--- src/rtl/mem_bank_arbiter.sv ---
// mem_bank_arbiter: shares the even/odd byte-banked RAM between the fetch port and the data load/store port
//
// Every 16-bit access, aligned or not, completes in one memory cycle because both banks are addressed at once.
// Data has priority over fetch. A starvation counter forces a pending fetch to win after STARVE_MAX denied cycles.
// Read data returns one cycle after the grant.
// Defining MEM_BANK_ARB_ROUND_ROBIN_EN replaces the starvation guard with alternating priority on contention.
//
// Ports:
//   clk, reset                 clock (rising edge), asynchronous active-low reset
//   if_req/if_addr             fetch request and byte address
//   if_gnt/if_rvalid/if_rdata  fetch grant, read valid, read data {A+1, A}
//   d_req/d_we/d_addr          data request, write flag and byte address
//   d_wdata/d_wmask            data write data {hi, lo} and byte enables
//   d_gnt/d_rvalid/d_rdata     data grant, read valid, read data {A+1, A}
//   mem_*_even, mem_*_odd      per-bank read address/data and write address/data/strobe
module mem_bank_arbiter #(
    parameter int STARVE_MAX = 4
) (
    input  logic        clk,
    input  logic        reset,
    input  logic        if_req,
    input  logic [15:0] if_addr,
    output logic        if_gnt,
    output logic        if_rvalid,
    output logic [15:0] if_rdata,
    input  logic        d_req,
    input  logic        d_we,
    input  logic [15:0] d_addr,
    input  logic [15:0] d_wdata,
    input  logic [1:0]  d_wmask,
    output logic        d_gnt,
    output logic        d_rvalid,
    output logic [15:0] d_rdata,
    output logic [14:0] mem_read_addr_even,
    input  logic [7:0]  mem_read_data_even,
    output logic [14:0] mem_write_addr_even,
    output logic [7:0]  mem_write_data_even,
    output logic        mem_write_en_even,
    output logic [14:0] mem_read_addr_odd,
    input  logic [7:0]  mem_read_data_odd,
    output logic [14:0] mem_write_addr_odd,
    output logic [7:0]  mem_write_data_odd,
    output logic        mem_write_en_odd
);
    logic        if_win;
    logic        wr;
    logic [15:0] sel_addr;
    logic [14:0] rw, dw;
    logic        if_pend, d_pend, tag_a0;
    logic [15:0] asm_data, if_hold, d_hold;
`ifdef MEM_BANK_ARB_ROUND_ROBIN_EN
    logic        last_if;
    assign if_win = if_req & (~d_req | ~last_if);
`else
    logic [3:0]  starve;
    assign if_win = if_req & (~d_req | (starve == 4'(STARVE_MAX)));
`endif
    // Grants are suppressed while reset is held so no strobe can fire.
    assign if_gnt = reset & if_win;
    assign d_gnt  = reset & d_req & ~if_win;
    assign wr     = d_gnt & d_we;
    // Idle cycles keep the fetch address on the read ports.
    assign sel_addr = d_gnt ? d_addr : if_addr;
    assign rw       = sel_addr[15:1];
    assign dw       = d_addr[15:1];
    // An odd address takes its high byte from the next even word, wrapping at the top.
    assign mem_read_addr_even  = sel_addr[0] ? rw + 15'd1 : rw;
    assign mem_read_addr_odd   = rw;
    assign mem_write_addr_even = d_addr[0] ? dw + 15'd1 : dw;
    assign mem_write_addr_odd  = dw;
    assign mem_write_data_even = d_addr[0] ? d_wdata[15:8] : d_wdata[7:0];
    assign mem_write_data_odd  = d_addr[0] ? d_wdata[7:0] : d_wdata[15:8];
    assign mem_write_en_even   = wr & (d_addr[0] ? d_wmask[1] : d_wmask[0]);
    assign mem_write_en_odd    = wr & (d_addr[0] ? d_wmask[0] : d_wmask[1]);
    assign asm_data  = tag_a0 ? {mem_read_data_even, mem_read_data_odd}
                              : {mem_read_data_odd, mem_read_data_even};
    assign if_rvalid = if_pend;
    assign d_rvalid  = d_pend;
    assign if_rdata  = if_pend ? asm_data : if_hold;
    assign d_rdata   = d_pend ? asm_data : d_hold;
    always_ff @(posedge clk or negedge reset) begin
        if (!reset) begin
            if_pend <= 1'b0;
            d_pend  <= 1'b0;
            tag_a0  <= 1'b0;
            if_hold <= 16'h0;
            d_hold  <= 16'h0;
`ifdef MEM_BANK_ARB_ROUND_ROBIN_EN
            last_if <= 1'b1;
`else
            starve  <= 4'h0;
`endif
        end else begin
            if_pend <= if_gnt;
            d_pend  <= d_gnt & ~d_we;
            tag_a0  <= sel_addr[0];
            if (if_pend) if_hold <= asm_data;
            if (d_pend)  d_hold  <= asm_data;
`ifdef MEM_BANK_ARB_ROUND_ROBIN_EN
            if (if_req && d_req) last_if <= if_gnt;
`else
            starve  <= (if_req && !if_gnt) ? ((starve == 4'(STARVE_MAX)) ? starve : starve + 4'd1) : 4'h0;
`endif
        end
    end
endmodule
--- config.mk ---
export PLATFORM = sky130hd
export DESIGN_NAME = mem_bank_arbiter
export DESIGN_NICKNAME = d
export VERILOG_FILES = /design/src/rtl/mem_bank_arbiter.sv
export SDC_FILE = /design/constraint.sdc
export NUM_CORES = 1
export LEC_CHECK = 0
export ABC_AREA = 1
export ABC_CLOCK_PERIOD_IN_PS = 2460
export BUFFER_PORTS_ARGS = -buffer_cell sky130_fd_sc_hd__buf_2
export CORE_MARGIN = 2
export CORE_UTILIZATION = 45
export DETAILED_ROUTE_END_ITERATION = 10
export GPL_ROUTABILITY_DRIVEN = 0
export PLACE_DENSITY_LB_ADDON = 0.2
export SLEW_MARGIN = 5
export SYNTH_ARGS = -nofsm -noshare
export SYNTH_HDL_FRONTEND = slang
export SYNTH_SLANG_ARGS = --single-unit
--- constraint.sdc ---
create_clock -name clk -period 2.46 [get_ports clk]
set_clock_uncertainty 0.1 [all_clocks]
set_input_delay 0.123 -clock clk [delete_from_list [all_inputs] [get_ports clk]]
set_output_delay 0.123 -clock clk [all_outputs]
set_load 0.01 [all_outputs]
==> metrics.md <==
| Metric | Value |
|---|---|
| H-Tree Depth | `2` |
| Crit path kind | `reg2out` |
| Critical R2R Launch | `starve[0]` |
| Vias in the first global route | `3236` |
| Area leader, netlist | `dfrtp_1` |
| Crit path buf inv count | `2` |
| Initial Util | `0.469` |
| Worst setup margin | `-16.7 ps` |
| Number of placement rows | `30` |
| First-pass GRT wire length | `14800 µm` |
| Max Fclk | `404 MHz` |
| Root buf cell | `clkbuf_8` |
| Number of port buffers | `184` |
| # setup viols final | `1` |
| WP data arrival | `2250 ps` |
| Slew Limit Fails | `0` |
| Setup crit end | `mem_read_addr_even[9]` |
| Mapped Area | `3210 µm²` |
| Critical Path Max Stage Delay | `370 ps` |
| Register area share after synthesis | `0.304` |
| Power consumption | `2190 µW` |
| Syn avg cell area | `7.03 µm²` |
| Residual DRC count | `0` |
| Post-DP HPWL | `7210 µm` |
| Area share of the largest cell type after synthesis | `0.304` |
| WL final | `9480 µm` |
| Worst-path clk slew | `70 ps` |
| CP max FO | `7` |
| Largest net degree at the start of global routing | `41` |
| Worst Setup Start Kind | `flip-flop` |
| Fraction of registers with async set/reset | `1.00` |
| CP top delay family | `simple AND/OR/NAND/NOR gates` |
| Flop2flop setup slack | `460 ps` |
| Die ar. | `7810 µm²` |
| Main synth FF type | `dfrtp_1` |
| Nets | `715` |
| Synth Register Bits | `39` |
| Core Region | `6830 µm²` |
| I/O pin count | `185` |
| Number of synthesized flops with an enable pin | `0` |
| Period utilization | `1.01` |
| WP data required | `2240 ps` |
| Proportion of layout cells with a drive suffix above 1 | `0.459` |
| Nature of the critical path endpoint | `output pin` |
| Power density cells | `490 nW/µm²` |
| Fill cell count | `641` |
| Worst slew margin relative to its limit | `0.665` |
| Cells after synthesis | `456` |
| Violated checks | `negative setup slack` |
| Unique masters post-synth | `35` |
| Area delta synth->final | `39.7%` |
| Reg2reg end | `starve[1]` |
| Vias/cell | `4.80` |
| Die Width | `88.4 µm` |
| Type of the worst min-delay path | `in2reg` |
| Diode count | `0` |
| Post-route ant nets | `0` |
| Outcome | `finished with violations` |
| Skew-Pair Late Insertion Delay | `280 ps` |
| Slew at the pin with the worst max-slew slack | `502 ps` |
| Initial antenna violation count | `0` |
| Global Route Usage Sum | `0.236` |
| DRT iter0 DRCs | `89` |
| Clock buffer depth | `2` |
| Tmin final | `2480 ps` |
| TritonCTS buffer count | `5` |
| DRT Pass-1 Iters | `4` |
| Syn Nets | `530` |
| CTS sink cnt | `39` |
| Ys Warns | `0` |
| Peak VDD IR | `0.214 mV` |
| RSZ-0062 raised after global routing | `yes` |
| GRT overflow | `0` |
| Crit-path cells | `inv_2 -> ha_4 -> nand3_4 -> nand2_4 -> nand2_8 -> nand2_8 -> o21ai_4 -> nand2_4 -> nor2_8 -> nand4_1 -> a21oi_2 -> buf_2` |
| Leakage power | `0.00251 µW` |
| Die height | `88.4 µm` |
| Ranking of synthesized cells by area | `dfrtp_1 (30%), nand2_1 (13%), o21ai_0 (9.1%), buf_4 (7.0%), inv_1 (6.7%)` |
| Final Hold Violating Endpoints | `0` |
| Max cap viols | `0` |
| CTS tree | `yes` |
| Slowest CP cell | `dfrtp_1` |
| Critical Path Start | `starve[0]` |
| Per-cell routed wire length | `12.9 µm` |
| Crit. path cell count | `12` |
| R2R depth | `10` |
| Place WS | `86.4 ps` |
| Via count | `3538` |
==> cell families after synthesis <==
logic type	share of synthesized area
AOI/OAI and AO/OA	0.149
buffers and inverters	0.177
DFF	0.304
and+or+nand+nor	0.309
xor gates and xnor gates	0.0492
adders and majority gates	0.0117
==> timing repair <==
action | 4_1_cts | 5_1_grt
setup endpoints to repair | 13 | 12
hold endpoints to repair | 40 | 0
buffers inserted | 19 | 10
pin swaps | 18 | 23
gates cloned | 4 | 0
hold buffers | 2 | 0
resized for setup | 19 | 20
==> sequential cells by signal, indices dropped and copies added (netlist names) <==
register,count
if_hold,16
d_rvalid,1
tag_a0,1
if_rvalid,1
d_hold,16
starve,4
==> synthesized netlist by cell type (5+ instances only) <==
cell / count
o21ai_2: 5
nand3_1: 18
clkbuf_1: 12
o21ai_0: 58
nand2_4: 6
nand2_2: 13
dfrtp_1: 39
inv_1: 57
nand4_1: 7
nor2_1: 27
nand2_1: 113
xor2_1: 14
buf_4: 30
a21oi_1: 13
==> tightest hold or removal path, stage by stage <==
cell and delay (ps):
buf_2 90, a21oi_1 70, o21ai_0 190
==> stage by stage <==
step | util | hold slack, ps | TNS, ps | instances | instance area (µm²)
after floorplan | - | -273 | 0 | 456 | 3210
after global placement | 0.579 | 145 | 0 | 695 | 3950
after detailed placement | 0.579 | 159 | 0 | 695 | 3950
after CTS | 0.635 | 120 | -2.38 | 727 | 4340
after global routing | 0.655 | 147 | -1020 | 737 | 4480
final | 0.655 | 130 | -16.7 | 737 | 4480
==> layout by cell type (no fill, tap or decap), drive strengths merged, types with 4 or more instances in the layout <==
cell,synthesis,routed
nor3,4,4
nand2,134,138
nor2,32,32
xnor2,4,4
nand3,20,20
inv,61,61
dfrtp,39,39
a21oi,13,13
xor2,14,14
buf,33,218
o21ai,69,69
clkbuf,13,6
nand4,7,7
==> routing by layer <==
metal	vias to the layer above	track usage	routed length (µm)
met4	0	0.0579	146
met5	-	0	0
met2	133	0.437	4990
li1	1780	-	-
met1	1610	0.275	3680
met3	15	0.0522	673
==> how the worst min path moves through the flow <==
stage / depth (start not counted) / to / slack (ps) / start
floorplan: 0 / d_hold[0] / -270 / reset
global placement: 2 / if_hold[15] / 150 / reset
detailed placement: 2 / d_hold[4] / 160 / reset
CTS: 3 / if_hold[13] / 120 / mem_read_data_even[5]
global route: 3 / if_hold[13] / 150 / mem_read_data_even[5]
finish: 3 / if_hold[10] / 130 / mem_read_data_even[2]
==> cell type report <==
type / count / area (µm²) / area share
clock buffers: 6 / 82.6 / 0.0184
clock inverters: 1 / 5.00 / 0.00112
inverters: 63 / 239 / 0.0534
multi-input cells: 312 / 1850 / 0.413
flip-flops and latches: 39 / 976 / 0.218
well taps: 96 / 120 / 0.0268
repair buffers: 220 / 1210 / 0.269
==> power by group <==
| part | internal [µW] | total, µW | switching, µW |
|---|---|---|---|
| clock network | 220 | 428 | 208 |
| logic | 391 | 965 | 574 |
| registers | 764 | 800 | 36.1 |
No activity file was read; power rests on OpenSTA's default activity.
